===== config.mk =====
export PLATFORM = sky130hd
export DESIGN_NAME = ahb_resp_mux_n
export DESIGN_NICKNAME = d
export VERILOG_FILES = /design/src/rtl/ahb_resp_mux_n.sv
export SDC_FILE = /design/constraint.sdc
export NUM_CORES = 1
export LEC_CHECK = 0
export ABC_AREA = 1
export ABC_CLOCK_PERIOD_IN_PS = 2200
export CORE_UTILIZATION = 25
export CTS_BUF_LIST = sky130_fd_sc_hd__clkbuf_8
export DETAILED_ROUTE_END_ITERATION = 12
export HOLD_SLACK_MARGIN = 0.12
export PLACE_DENSITY = 0.94
export SLEW_MARGIN = 40
export SYNTH_ARGS = -nofsm -noshare
export SYNTH_HDL_FRONTEND = slang
export SYNTH_SLANG_ARGS = --single-unit

===== constraint.sdc =====
create_clock -name hclk -period 2.2 [get_ports hclk]
set_input_delay 0.55 -clock hclk [delete_from_list [all_inputs] [get_ports hclk]]
set_output_delay 0.55 -clock hclk [all_outputs]
set_load 0.1 [all_outputs]

===== src/rtl/ahb_resp_mux_n.sv =====
// AHB-Lite data-phase response multiplexor for NUM_SLAVES slaves.
// Registers the decoder's address-phase select and holds it for the
// data phase. Routes the owning slave's hrdata/hreadyout/hresp back to
// the master. A built-in default slave answers IDLE/BUSY transfers with
// a zero-wait OKAY, and unmapped transfers with a two-cycle ERROR.
module ahb_resp_mux_n #(
   parameter int NUM_SLAVES = 4,
   parameter int DATA_WIDTH = 32,
   parameter int SEL_WIDTH  = 2
) (
   input  logic                             hclk,
   input  logic                             hreset,
   input  logic [SEL_WIDTH-1:0]             hsel_addr,
   input  logic                             hsel_valid,
   input  logic [1:0]                       htrans,
   input  logic [NUM_SLAVES*DATA_WIDTH-1:0] hrdata_bus,
   input  logic [NUM_SLAVES-1:0]            hreadyout_bus,
   input  logic [NUM_SLAVES-1:0]            hresp_bus,
   output logic [DATA_WIDTH-1:0]            hrdata,
   output logic                             hready,
   output logic                             hresp,
   output logic [SEL_WIDTH:0]               data_owner
);

   typedef enum logic [1:0] {
      DEF_OK = 2'd0,   // default slave, zero-wait OKAY
      SLAVE  = 2'd1,   // a mapped slave owns the data phase
      ERR1   = 2'd2,   // default-slave ERROR, first cycle (not ready)
      ERR2   = 2'd3    // default-slave ERROR, second cycle (ready)
   } state_t;

   // Owner code of the default slave: MSB set, index bits zero.
   localparam logic [SEL_WIDTH:0] OWNER_DEF    = {1'b1, {SEL_WIDTH{1'b0}}};
   // One extra bit so the range check stays meaningful when every code is mapped.
   localparam logic [SEL_WIDTH:0] NUM_SLAVES_W = (SEL_WIDTH+1)'(NUM_SLAVES);

   state_t                 state_q, state_d;
   logic [SEL_WIDTH:0]     owner_q, owner_d;

   logic [DATA_WIDTH-1:0]  slv_rdata;
   logic                   slv_ready;
   logic                   slv_resp;
   logic                   xfer_active;
   logic                   addr_mapped;

   // Select the owning slave's response slice; unmatched owners give defined zeros.
   always_comb begin
      // NOTE: every signal written here gets a default first, so no latch can be inferred.
      slv_rdata = '0;
      slv_ready = 1'b1;
      slv_resp  = 1'b0;
      for (int i = 0; i < NUM_SLAVES; i++) begin
         if (owner_q == (SEL_WIDTH+1)'(i)) begin
            slv_rdata = hrdata_bus[i*DATA_WIDTH +: DATA_WIDTH];
            slv_ready = hreadyout_bus[i];
            slv_resp  = hresp_bus[i];
         end
      end
   end

   // Drive the master-side response from the registered data-phase state.
   always_comb begin
      hrdata = '0;
      hready = 1'b1;
      hresp  = 1'b0;
      unique case (state_q)
         SLAVE: begin
            hrdata = slv_rdata;
            hready = slv_ready;
            hresp  = slv_resp;
         end
         ERR1: begin
            hready = 1'b0;
            hresp  = 1'b1;
         end
         ERR2: begin
            hready = 1'b1;
            hresp  = 1'b1;
         end
         default: begin
            hready = 1'b1;
            hresp  = 1'b0;
         end
      endcase
   end

   assign xfer_active = (htrans == 2'b10) || (htrans == 2'b11);
   assign addr_mapped = hsel_valid && ({1'b0, hsel_addr} < NUM_SLAVES_W);

   // Next owner/state: sample the address phase whenever the bus is ready.
   always_comb begin
      state_d = state_q;
      owner_d = owner_q;
      if (state_q == ERR1) begin
         state_d = ERR2;
      end else if (hready) begin
         if (!xfer_active) begin
            state_d = DEF_OK;
            owner_d = OWNER_DEF;
         end else if (addr_mapped) begin
            state_d = SLAVE;
            owner_d = {1'b0, hsel_addr};
         end else begin
            state_d = ERR1;
            owner_d = OWNER_DEF;
         end
      end
   end

   // Data-phase owner and state registers; reset parks the bus on the default slave.
   always_ff @(posedge hclk or posedge hreset) begin
      if (hreset) begin
         state_q <= DEF_OK;
         owner_q <= OWNER_DEF;
      end else begin
         // NOTE: sequential state uses non-blocking assignments so all registers update together.
         state_q <= state_d;
         owner_q <= owner_d;
      end
   end

   assign data_owner = owner_q;

endmodule


==> results by group <==
Power
  • PnR Total Power: 3.836 mW
  • Peak VDD IR: 1.290 mV
  • Power per cell area: 844.9 nW/um^2
  • Leak: 1.526 nW

Timing
  • Final worst-path cycle share: 1.159
  • Rel. slew slack: 0.7296
  • Minimum hold slack: 0.6013 ns
  • Final TNS setup: -6.895 ns
  • Min cycle time layout: 2.551 ns
  • Skew final: 0.001730 ns
  • Final setup viols: 34
  • Hold Vio Cnt, Final: 0
  • Unrepaired setup endpoints after global routing: true
  • Final max-slew violation count: 0
  • Fin worst setup slack: -0.3509 ns
  • Fmax: 392.0 MHz
  • Worst Tran Pin Value: 0.4057 ns

Route
  • Routed via count: 3063
  • First drt pass iteration count: 5
  • DR vias/cell: 6.102
  • Routed Antenna Nets: 0
  • DRT iter0 DRCs: 262
  • Routed wire per std cell: 24.35 um
  • Drt drc: 0
  • WL final: 12.23 mm

Setup path
  • Largest stage delay, worst path: 0.68 ns
  • Cell mode on critical path: buf_12
  • Crit. End Element: output port
  • Reg2reg end: data_owner[0]$_DFFE_PP0P_
  • Worst R2R Setup Slack: 0.32 ns
  • Crit Path Class: flip-flop to output port
  • Crit path cell chain: nor2_4 > nand2_4 > inv_6 > buf_12 > a21oi_1 > a31oi_4 > buf_12
  • CP Capture Point: hrdata[2]
  • R2R depth: 10
  • CP Max Fanout: 6
  • WP data arrival: 2.00 ns
  • CP Launch Type: flip-flop
  • Crit path from: data_owner[2]$_DFFE_PP1P_
  • Reg-to-reg startpoint: data_owner[2]$_DFFE_PP1P_
  • Crit-path slowest cell: dfstp_4
  • Worst EP required: 1.65 ns

Yosys
  • Mapped Area: 1272 sq um
  • Synthesized area per cell: 5.237 sq um
  • Flops & latches, synth: 5
  • Yosys cell types: 21
  • Sequential share of the synthesized area: 0.09931
  • Mapped Nets: 386
  • Ys Warns: 0
  • Syn Inst Count: 243

Floorplan
  • Die W: 73.35 um
  • Core ar.: 4817 sq um
  • Initial Util: 0.2642
  • Boundary pin count: 180
  • Die Y: 73.35 um
  • Die footprint: 5379 sq um
  • Num rows: 25

Layout
  • Area delta synth->final: 256.8%
  • Fillers: 146
  • Footprint of the multi-input gates: 1707 sq um
  • Post-layout net count: 578
  • Final Non-Filler Cells: 502
  • Register area: 137.6 sq um
  • Share of layout cells above drive strength 1: 0.3710

Global routing
  • Initial antenna violation count: 1
  • Grt total ovfl: 0
  • Largest net degree at the start of global routing: 26
  • Vias in the first global route: 3028
  • First-pass GRT wire length: 14.95 mm
  • Total GRT Usage: 0.3678

Placed design
  • Port-buffer cells: 178
  • Final HPWL DP: 7.277 mm
  • Dpl cells: 485
  • GP Congestion: 0.8410

Clock tree
  • Largest buffer count on any clock path: 2
  • H-Tree Level Count: 1
  • Worst-path clk slew: 0.04 ns
  • TritonCTS sink count: 5
  • CTS tree: built
  • TritonCTS buffer count: 3
  • Worst-skew pair later-pin latency: 0.23 ns
  • Root Driver: clkbuf_8

Hold path
  • Hold Crit Class: input pin to async pin

Status
  • Failing checks: setup timing
  • Outcome: finished, violations left

Job
  • Number of max-cap violations: 0
==> metal layers <==
metal / vias to the layer above / share of wire / track usage
met4: 0 / 0.071 / 0.2457
met1: 1434 / 0.32 / 0.3408
li1: 1255 / - / -
met3: 81 / 0.10 / 0.08779
met2: 293 / 0.51 / 0.7078
met5: - / 0 / 0
==> registers in the layout, indices dropped and copies added, names as in the netlist <==
name        count
data_owner      3
state_q         2
==> how the worst min path moves through the flow <==
| stage | cells past startpoint | slack [ns] | end |
|---|---|---|---|
| after floorplan | 1 | 0.33 | state_q[0]$_DFFE_PP0P_ |
| after global placement | 2 | 0.63 | state_q[1]$_DFFE_PP0P_ |
| after detailed placement | 2 | 0.65 | state_q[1]$_DFFE_PP0P_ |
| after CTS | 2 | 0.54 | data_owner[0]$_DFFE_PP0P_ |
| after global routing | 2 | 0.61 | state_q[0]$_DFFE_PP0P_ |
| final | 2 | 0.60 | data_owner[0]$_DFFE_PP0P_ |
==> cell families (layout without fill, tap and decap cells) <==
group,after synthesis,after routing,synth area share
other,0,1,0
DFF,5,5,0.09932
AOI/OAI and AO/OA,96,96,0.4140
and+or+nand+nor,105,105,0.3678
buffers and inverters,37,228,0.1190
==> where the power goes <==
part | switching, mW | internal (mW)
combinational | 2.18 | 1.28
sequential | 0.0640 | 0.140
clock | 0.0568 | 0.121
==> layout by cell type (no fill, tap or decap), types with 11 or more instances in the layout <==
cell,n
clkdlybuf4s50_1,141
buf_4,19
nand2_1,43
inv_1,11
a21oi_2,17
buf_12,41
a31oi_4,30
o21ai_1,26
nand3_1,30
==> cell type report <==
class                      instances  share of cell area
multi-input combinational        201              0.3759
tap                               67             0.01846
inverter                          16             0.01764
timing repair buffer             208              0.5473
sequential                         5             0.03031
clock inverter                     1           0.0008267
clock buffer                       3            0.009093
antenna                            1           0.0005511
==> critical path, delay by kind of cell, from the launching register on <==
kind	cells	cell delay [ns]
compound gates	2	0.50
buf+inv	3	0.40
flops	1	0.68
simple gates	2	0.18
==> synth_stat cells <==
library cell	count	area, sq um
nand4_1	1	6.260
dfrtp_1	4	100.1
nor2_2	1	6.260
inv_2	3	11.26
a21oi_1	32	160.2
nand2_1	49	183.9
nor2_1	10	37.54
o21bai_2	1	11.26
nand2_2	1	6.260
nand3b_1	1	7.510
o21a_1	1	7.510
dfstp_2	1	26.28
o21ai_1	20	100.1
inv_1	13	48.80
clkbuf_2	1	5.000
a31oi_1	30	187.7
nor3_2	2	20.02
clkbuf_1	11	41.29
nand3_1	40	200.2
buf_2	9	45.04
o21ai_0	12	60.06
==> what timing repair did <==
action | in CTS | in global routing
hold buffers | 0 | 0
setup endpoints to repair | 34 | 34
pin swaps | 3 | 4
gates resized for setup | 29 | 19
gates cloned | 2 | 2
buffers inserted | 7 | 1
==> metrics by stage <==
stage	cell area, sq um	util	worst slack [ns]
5_1_grt	4541	0.9426	-0.3533
6_report	4541	0.9426	-0.3509
3_3_place_gp	4178	0.8673	-0.04951
4_1_cts	4397	0.9127	-0.1821
2_1_floorplan	1913	-	-0.2404
3_5_place_dp	4178	0.8673	-0.08543
Note: power is estimated with default switching activity, not from simulation.
